--- config.mk ---
export PLATFORM = sky130hd
export DESIGN_NAME = control_seguimiento_flat
export DESIGN_NICKNAME = d
export VERILOG_FILES = /design/src/rtl/control_seguimiento_if.sv /design/src/rtl/control_seguimiento.sv /design/src/flat_wrapper.sv
export SDC_FILE = /design/constraint.sdc
export NUM_CORES = 1
export LEC_CHECK = 0
export ABC_AREA = 1
export BUFFER_PORTS_ARGS = -buffer_cell sky130_fd_sc_hd__buf_2
export CORE_UTILIZATION = 66
export CTS_CLUSTER_SIZE = 28
export DETAILED_ROUTE_END_ITERATION = 16
export PLACE_DENSITY_LB_ADDON = 0.15
export RECOVER_POWER = 25
export SLEW_MARGIN = 20
export SYNTH_ARGS = -nofsm -noshare
export SYNTH_HDL_FRONTEND = slang
export SYNTH_SLANG_ARGS = --single-unit
--- constraint.sdc ---
create_clock -name clk -period 14.3 [get_ports clk]
set_input_delay 3.575 -clock clk [delete_from_list [all_inputs] [get_ports clk]]
set_output_delay 3.575 -clock clk [all_outputs]
set_load 0.005 [all_outputs]
--- src/rtl/control_seguimiento_if.sv ---
// Handshake and data bundle between the tracker register block and control_seguimiento.
interface control_seguimiento_if #(
  parameter int W = 16
);
  logic         start;
  logic         stop;
  logic         modo;
  logic [W-1:0] A;
  logic [W-1:0] B;
  logic [W-1:0] C;
  logic [W-1:0] D;
  logic [W-1:0] teta_d;
  logic [W-1:0] fi_d;
  logic [W-1:0] teta_actual;
  logic [W-1:0] fi_actual;
  logic [1:0]   S_out_teta;
  logic [1:0]   S_out_fi;
  logic         busy;
  logic         done;
  logic         timeout;
  logic         err;

  modport master (
    output start, stop, modo, A, B, C, D, teta_d, fi_d, teta_actual, fi_actual,
    input  S_out_teta, S_out_fi, busy, done, timeout, err
  );

  modport slave (
    input  start, stop, modo, A, B, C, D, teta_d, fi_d, teta_actual, fi_actual,
    output S_out_teta, S_out_fi, busy, done, timeout, err
  );
endinterface

--- src/rtl/control_seguimiento.sv ---
// Pan/tilt positioning controller: automatic sensor balancing or manual shortest-path
// angle seeking (teta then fi), with settle filter, timeout and start/stop handshake.
module control_seguimiento #(
  parameter int W           = 16,
  parameter int ANGLE_MAX   = 360,
  parameter int ERR         = 2,
  parameter int SETTLE_CYC  = 4,
  parameter int TIMEOUT_CYC = 65535
) (
  input  logic                  clk,
  input  logic                  rst,
  control_seguimiento_if.slave  bus
);

  localparam int SW = $clog2(SETTLE_CYC + 1);
  localparam int TW = $clog2(TIMEOUT_CYC + 1);
  localparam logic [W:0]    AMAX        = (W+1)'(ANGLE_MAX);
  localparam logic [W:0]    AHALF       = (W+1)'(ANGLE_MAX / 2);
  localparam logic [W:0]    ERRV        = (W+1)'(ERR);
  localparam logic [SW-1:0] SETTLE_LAST = SW'(SETTLE_CYC - 1);
  localparam logic [SW-1:0] SETTLE_MAX  = SW'(SETTLE_CYC);
  localparam logic [TW-1:0] TOUT_LAST   = TW'(TIMEOUT_CYC - 1);

  typedef enum logic [2:0] {
    IDLE   = 3'd0,
    AUTO   = 3'd1,
    M_TETA = 3'd2,
    M_FI   = 3'd3,
    DONE   = 3'd4
  } state_t;

  // Returns {in_band, code}; x<y pulls the axis down (01), x>y pushes it up (10).
  function automatic logic [2:0] auto_eval(input logic [W-1:0] x, input logic [W-1:0] y);
    logic [W:0] xe;
    logic [W:0] ye;
    logic [2:0] r;
    xe = {1'b0, x};
    ye = {1'b0, y};
    if ((xe <= ye + ERRV) && (ye <= xe + ERRV)) r = 3'b100;
    else if (xe < ye)                             r = 3'b001;
    else                                          r = 3'b010;
    return r;
  endfunction

  // Shortest path around the circle; an exact half turn resolves to increase.
  function automatic logic [2:0] man_eval(input logic [W-1:0] tgt, input logic [W-1:0] act);
    logic [W:0] te;
    logic [W:0] ae_raw;
    logic [W:0] ae;
    logic [W:0] diff;
    logic [W:0] rev;
    logic [2:0] r;
    te     = {1'b0, tgt};
    ae_raw = {1'b0, act};
    ae     = (ae_raw >= AMAX) ? ae_raw - AMAX : ae_raw;
    diff   = (te >= ae) ? te - ae : te + AMAX - ae;
    rev    = AMAX - diff;
    if ((diff <= ERRV) || (rev <= ERRV)) r = 3'b100;
    else if (diff <= AHALF)              r = 3'b010;
    else                                 r = 3'b001;
    return r;
  endfunction

  state_t        state, next_state;
  logic [SW-1:0] settle_cnt, next_settle, settle_cand;
  logic [TW-1:0] tout_cnt, next_tout;
  logic [W-1:0]  teta_tgt, fi_tgt;
  logic [1:0]    out_teta, out_fi, next_teta, next_fi;
  logic          busy_flag, done_flag, timeout_flag, err_flag;
  logic          next_done, next_timeout, next_err;
  logic          latch, band, active, targets_ok;
  logic [2:0]    auto_fi, auto_teta, man_teta, man_fi;

  assign auto_fi    = auto_eval(bus.A, bus.B);
  assign auto_teta  = auto_eval(bus.C, bus.D);
  assign man_teta   = man_eval(teta_tgt, bus.teta_actual);
  assign man_fi     = man_eval(fi_tgt, bus.fi_actual);
  assign targets_ok = ({1'b0, bus.teta_d} < AMAX) && ({1'b0, bus.fi_d} < AMAX);
  assign active     = (state == AUTO) || (state == M_TETA) || (state == M_FI);

  // Next-state, counter and output decode.
  always_comb begin
    next_state   = state;
    next_teta    = 2'b00;
    next_fi      = 2'b00;
    next_done    = 1'b0;
    next_timeout = 1'b0;
    next_err     = 1'b0;
    next_tout    = tout_cnt;
    settle_cand  = '0;
    latch        = 1'b0;
    band         = 1'b0;

    case (state)
      IDLE: begin
        next_tout = '0;
        if (bus.stop || !bus.start) begin
          next_state = IDLE;
        end else if (!bus.modo) begin
          next_state = AUTO;
        end else if (targets_ok) begin
          next_state = M_TETA;
          latch      = 1'b1;
        end else begin
          next_err = 1'b1;
        end
      end
      AUTO: begin
        band      = auto_fi[2] & auto_teta[2];
        next_teta = auto_teta[1:0];
        next_fi   = auto_fi[1:0];
      end
      M_TETA: begin
        band      = man_teta[2];
        next_teta = man_teta[1:0];
      end
      M_FI: begin
        band    = man_fi[2];
        next_fi = man_fi[1:0];
      end
      DONE: begin
        next_state = IDLE;
      end
      default: begin
        next_state = IDLE;
      end
    endcase

    // Abort paths win over settle completion: stop first, then timeout.
    if (active) begin
      next_tout = tout_cnt + TW'(1);
      if (band) settle_cand = (settle_cnt == SETTLE_MAX) ? settle_cnt : settle_cnt + SW'(1);
      else      settle_cand = '0;
      if (bus.stop) begin
        next_state = IDLE;
        next_teta  = 2'b00;
        next_fi    = 2'b00;
      end else if (tout_cnt == TOUT_LAST) begin
        next_state   = IDLE;
        next_timeout = 1'b1;
        next_teta    = 2'b00;
        next_fi      = 2'b00;
      end else if (band && (settle_cnt >= SETTLE_LAST)) begin
        next_state = (state == M_TETA) ? M_FI : DONE;
        next_done  = (state != M_TETA);
        next_teta  = 2'b00;
        next_fi    = 2'b00;
      end else begin
        next_state = state;
      end
    end else begin
      settle_cand = '0;
    end

    next_settle = (next_state != state) ? '0 : settle_cand;
  end

  // State, counters, latched targets and registered outputs.
  always_ff @(posedge clk) begin
    if (rst) begin
      state        <= IDLE;
      settle_cnt   <= '0;
      tout_cnt     <= '0;
      teta_tgt     <= '0;
      fi_tgt       <= '0;
      out_teta     <= 2'b00;
      out_fi       <= 2'b00;
      busy_flag    <= 1'b0;
      done_flag    <= 1'b0;
      timeout_flag <= 1'b0;
      err_flag     <= 1'b0;
    end else begin
      state        <= next_state;
      settle_cnt   <= next_settle;
      tout_cnt     <= next_tout;
      teta_tgt     <= latch ? bus.teta_d : teta_tgt;
      fi_tgt       <= latch ? bus.fi_d : fi_tgt;
      out_teta     <= next_teta;
      out_fi       <= next_fi;
      busy_flag    <= (next_state != IDLE);
      done_flag    <= next_done;
      timeout_flag <= next_timeout;
      err_flag     <= next_err;
    end
  end

  assign bus.S_out_teta = out_teta;
  assign bus.S_out_fi   = out_fi;
  assign bus.busy       = busy_flag;
  assign bus.done       = done_flag;
  assign bus.timeout    = timeout_flag;
  assign bus.err        = err_flag;

endmodule
--- src/flat_wrapper.sv ---
// flat-port wrapper written by rule: the top's interface ports become plain ports
module control_seguimiento_flat 
#(
  parameter int W           = 16,
  parameter int ANGLE_MAX   = 360,
  parameter int ERR         = 2,
  parameter int SETTLE_CYC  = 4,
  parameter int TIMEOUT_CYC = 65535
)
  (clk, rst, bus_start, bus_stop, bus_modo, bus_A, bus_B, bus_C, bus_D, bus_teta_d, bus_fi_d, bus_teta_actual, bus_fi_actual, bus_S_out_teta, bus_S_out_fi, bus_busy, bus_done, bus_timeout, bus_err);
  control_seguimiento_if #(.W(W)) bus_i ();
  input  logic clk;
  input  logic rst;
  input wire logic [$bits(bus_i.start)-1:0] bus_start;
  input wire logic [$bits(bus_i.stop)-1:0] bus_stop;
  input wire logic [$bits(bus_i.modo)-1:0] bus_modo;
  input wire logic [$bits(bus_i.A)-1:0] bus_A;
  input wire logic [$bits(bus_i.B)-1:0] bus_B;
  input wire logic [$bits(bus_i.C)-1:0] bus_C;
  input wire logic [$bits(bus_i.D)-1:0] bus_D;
  input wire logic [$bits(bus_i.teta_d)-1:0] bus_teta_d;
  input wire logic [$bits(bus_i.fi_d)-1:0] bus_fi_d;
  input wire logic [$bits(bus_i.teta_actual)-1:0] bus_teta_actual;
  input wire logic [$bits(bus_i.fi_actual)-1:0] bus_fi_actual;
  output wire logic [$bits(bus_i.S_out_teta)-1:0] bus_S_out_teta;
  output wire logic [$bits(bus_i.S_out_fi)-1:0] bus_S_out_fi;
  output wire logic [$bits(bus_i.busy)-1:0] bus_busy;
  output wire logic [$bits(bus_i.done)-1:0] bus_done;
  output wire logic [$bits(bus_i.timeout)-1:0] bus_timeout;
  output wire logic [$bits(bus_i.err)-1:0] bus_err;
  assign bus_i.start = bus_start;
  assign bus_i.stop = bus_stop;
  assign bus_i.modo = bus_modo;
  assign bus_i.A = bus_A;
  assign bus_i.B = bus_B;
  assign bus_i.C = bus_C;
  assign bus_i.D = bus_D;
  assign bus_i.teta_d = bus_teta_d;
  assign bus_i.fi_d = bus_fi_d;
  assign bus_i.teta_actual = bus_teta_actual;
  assign bus_i.fi_actual = bus_fi_actual;
  assign bus_S_out_teta = bus_i.S_out_teta;
  assign bus_S_out_fi = bus_i.S_out_fi;
  assign bus_busy = bus_i.busy;
  assign bus_done = bus_i.done;
  assign bus_timeout = bus_i.timeout;
  assign bus_err = bus_i.err;
  control_seguimiento #(.W(W), .ANGLE_MAX(ANGLE_MAX), .ERR(ERR), .SETTLE_CYC(SETTLE_CYC), .TIMEOUT_CYC(TIMEOUT_CYC)) u_core (.clk(clk), .rst(rst), .bus(bus_i));
endmodule
==> results.sh <==
export IMPL_outcome="finished, final reports clean"
export IMPL_numClockSinks=62
export IMPL_count_of_flip_flops_with_a_built_in_enable_after_synthesis=0
export IMPL_place_hpwl_mm=25.8
export IMPL_first_pass_iteration_count_of_the_detailed_router=5
export IMPL_postCtsResizedCells=0
export IMPL_max_freq_ghz=0.110
export IMPL_rsz0062_at_grt="false"
export IMPL_grt_start_max_net_pins=54
export IMPL_finish_net_count=2277
export IMPL_layout_cell_area_non_filler_um2=12800
export IMPL_tritoncts="done"
export IMPL_routed_wire_length_per_instance_um=14.2
export IMPL_detail_route_iter0_violations=906
export IMPL_core_rowCount=48
export IMPL_boundaryPins=141
export IMPL_insertion_delay_ns=0.35
export IMPL_via_density_per_instance=5.58
export IMPL_clk_root_buf="sky130_fd_sc_hd__clkbuf_16"
export IMPL_drcViolationCount=0
export IMPL_synth_nets=2140
export IMPL_timing_slew_headroom_pct=48.1
export IMPL_final_cells=2169
export IMPL_design_power_total_mw=0.801
export IMPL_layout_worst_path_cycle_share_pct=63.5
export IMPL_portBuffers=140
export IMPL_worst_setup_path_type="in2reg"
export IMPL_initial_antenna_violation_count=3
export IMPL_cts_hold_buffers_added=0
export IMPL_synth_area_um2=11600
export IMPL_timing_final_max_slew_violations=0
export IMPL_synth_distinct_cells=58
export IMPL_cts_root_to_sink_buffers=2
export IMPL_via_count_of_the_first_global_routing_pass=11300
export IMPL_tritoncts_num_buffers=9
export IMPL_power_density_nw_per_um2=62.4
export IMPL_share_comb_of_total_power_pct=46.9
export IMPL_power_leakage_nw=6.82
export IMPL_report_final_setup_viol=0
export IMPL_worst_hold_path_type="reg2reg"
export IMPL_fp_dieArea_um2=18100
export IMPL_sw_pwr_mw=0.333
export IMPL_post_synthesis_register_bit_count=62
export IMPL_clock_network_fraction_of_total_power_pct=31.5
export IMPL_timing_max_cap_violations=0
export IMPL_clock_tree_htree_level_count=3
export IMPL_fillers=1471
export IMPL_ratio_of_cells_with_drive_above_1_in_the_final_layout_pct=11.3
export IMPL_crit_fanout=18
export IMPL_die_y_um=135
export IMPL_worst_path_buf_inv=6
export IMPL_post_cts_setup_buffer_count=0
export IMPL_worst_setup_path_end_kind="flop"
export IMPL_routed_wl_mm=30.9
export IMPL_crit_required_ns=14.57
export IMPL_gr_total_overflow=0
export IMPL_synth_top_area_share_pct=19.9
export IMPL_post_route_worst_setup_slack_ns=5.22
export IMPL_timing_setup_tns_ns=0
export IMPL_worst_setup_path_start_kind="input pin"
export IMPL_areaGrowthSynthToFinish_pct=10.6
export IMPL_cell_total_after_placement=2151
export IMPL_sequentialPowerShare_pct=21.7
export IMPL_clkTransAtPathRegs_ns=0.06
export IMPL_post_synth_cell_area_avg_um2=6.44
export IMPL_cpLargestDelayFamily="simple AND/OR/NAND/NOR gates"
export IMPL_main_synth_ff_type="sky130_fd_sc_hd__dfxtp_1"
export IMPL_track_usage_pct=34.6
export IMPL_yosysSeqAreaShare_pct=10.7
export IMPL_worst_path_max_delay_cell="sky130_fd_sc_hd__ha_1"
export IMPL_gp_congestion=0.961
export IMPL_netlist_instances=1800
export IMPL_fp_coreArea_um2=17200
export IMPL_initial_utilization_pct=67.3
export IMPL_final_antenna_net_count=0
export IMPL_via_count=12100
export IMPL_synth_area_leader_cell="sky130_fd_sc_hd__ha_1"
export IMPL_p_int_mw=0.467
export IMPL_die_width_um=135
export IMPL_critPathMostFrequentCell="sky130_fd_sc_hd__nand2_1"
export IMPL_p_sw_share_pct=41.7
export IMPL_critPathMaxStageDelay_ns=0.39
export IMPL_cell_area_after_placement_um2=12500
export IMPL_yosys_top_cells_area="sky130_fd_sc_hd__ha_1 (20%), sky130_fd_sc_hd__nand2_1 (11%), sky130_fd_sc_hd__dfxtp_1 (11%), sky130_fd_sc_hd__inv_1 (10%), sky130_fd_sc_hd__xor2_1 (7.3%)"
export IMPL_vdd_ir_drop_worst_v=0.0000608
export IMPL_hold_viol=0
export IMPL_period_minus_slack_ns=9.08
export IMPL_synth_warning_count=0
export IMPL_clock_skew_final_ns=0.00874
export IMPL_worstPathArrival_ns=9.34
export IMPL_synth_async_reset_ratio_pct=0
export IMPL_pre_cts_slack_ns=5.03
export IMPL_grt_first_pass_wirelength_mm=51.5
export IMPL_max_slew_worst_pin_slew_ns=0.769
## final timing paths
check                                                     start                                end  slack [ns]  cells after the start
worst max-delay path                           bus_fi_actual[3]  u_core.settle_cnt[1]$_SDFFE_PP0P_        5.22                     42
worst min-delay path            u_core.teta_tgt[0]$_SDFFE_PP0P_    u_core.teta_tgt[0]$_SDFFE_PP0P_        0.47                      2
worst max register to register    u_core.fi_tgt[8]$_SDFFE_PP0P_  u_core.settle_cnt[1]$_SDFFE_PP0P_        9.69                     30
worst min register to register  u_core.teta_tgt[0]$_SDFFE_PP0P_    u_core.teta_tgt[0]$_SDFFE_PP0P_        0.47                      2
## cells by family after synthesis
logic type	synth area share, %
compound gates	13.5
buf+inv	11.4
xor+xnor	8.46
flops	10.7
fa+ha+maj	23.8
simple gates	32.1
## final cells by class
type                            count  area, um2  area share, %
Multi-Input combinational cell   1395       9030           70.4
Clock buffer                       10        239           1.86
Antenna cell                        3       7.51         0.0585
Tap cell                          225        282           2.20
Clock inverter                      5       83.8          0.654
Sequential cell                    62       1240           9.68
Inverter                          327       1230           9.57
Timing Repair Buffer              142        713           5.56
## power groups by stage
stage	sequential, mW	clock (mW)	combinational, mW
after floorplan	0.177	0	0.270
after global placement	0.177	0	0.358
after detailed placement	0.177	0	0.366
after CTS	0.174	0.254	0.369
after global routing	0.173	0.262	0.424
final	0.174	0.252	0.375
## synth_stat cells, types with 7 or more instances
cell type and count:
sky130_fd_sc_hd__nand2_1 351, sky130_fd_sc_hd__inv_1 322, sky130_fd_sc_hd__ha_1 184, sky130_fd_sc_hd__nand3_1 150, sky130_fd_sc_hd__nor2_1 133, sky130_fd_sc_hd__a21oi_1 120, sky130_fd_sc_hd__xor2_1 96, sky130_fd_sc_hd__o21ai_0 70
sky130_fd_sc_hd__dfxtp_1 62, sky130_fd_sc_hd__nor3_1 43, sky130_fd_sc_hd__nand4_1 40, sky130_fd_sc_hd__nand2_2 24, sky130_fd_sc_hd__fa_1 23, sky130_fd_sc_hd__xnor2_1 16, sky130_fd_sc_hd__nand3b_1 15, sky130_fd_sc_hd__nor4_1 15
sky130_fd_sc_hd__clkbuf_1 11, sky130_fd_sc_hd__o21bai_1 10, sky130_fd_sc_hd__a211oi_1 8, sky130_fd_sc_hd__a31oi_1 7
## routing by layer
metal  up-vias  wire length (um)  track usage (%)
li1       6198                 -                -
met1      5472             14100             45.3
met2       381             14200             59.1
met3        51              1960             5.11
met4         2               605             9.61
met5         -                13                0
## flip-flops by register name, summed over array words and instances, names as in the netlist
register,count
u_core.bus.done,1
u_core.bus.busy,1
u_core.tout_cnt,16
u_core.bus.timeout,1
u_core.bus.S_out_fi,2
u_core.bus.err,1
u_core.settle_cnt,3
u_core.teta_tgt,16
u_core.bus.S_out_teta,2
u_core.fi_tgt,16
u_core.state,3
## cell usage in the layout, fill, tap and decap left out, drive strengths merged, types with 3 or more instances in the layout
master  instances
dfxtp          62
fa             23
a21boi          4
xor2           96
a31oi           7
o21a            5
inv           327
nand3         157
o221ai          3
nor3b           4
a21oi         121
nor4           15
clkbuf         12
nor3           44
o31ai           7
o21ai          76
nand3b         15
nand4          40
nor2          142
buf           140
ha            184
nand2         381
a211oi          8
and2            3
o211ai          6
or2             5
a221oi          4
xnor2          16
o21bai         10
a21o            5
diode           3
## per-stage QoR
stage / utilization (%) / hold WS [ns]
3_5_place_dp: 72.5 / 0.459
4_1_cts: 74.4 / 0.470
3_3_place_gp: 72.5 / 0.451
2_1_floorplan: - / 0.428
5_1_grt: 74.4 / 0.487
6_report: 74.4 / 0.470
## worst register-to-register path, delay by kind of cell (launching register included)
kind / cells / cell delay, ns
compound gates: 3 / 0.48
fa+ha+maj: 1 / 0.39
buf+inv: 2 / 0.34
flops: 1 / 0.34
simple gates: 24 / 3.02
Power figures use the tool's default switching activity.
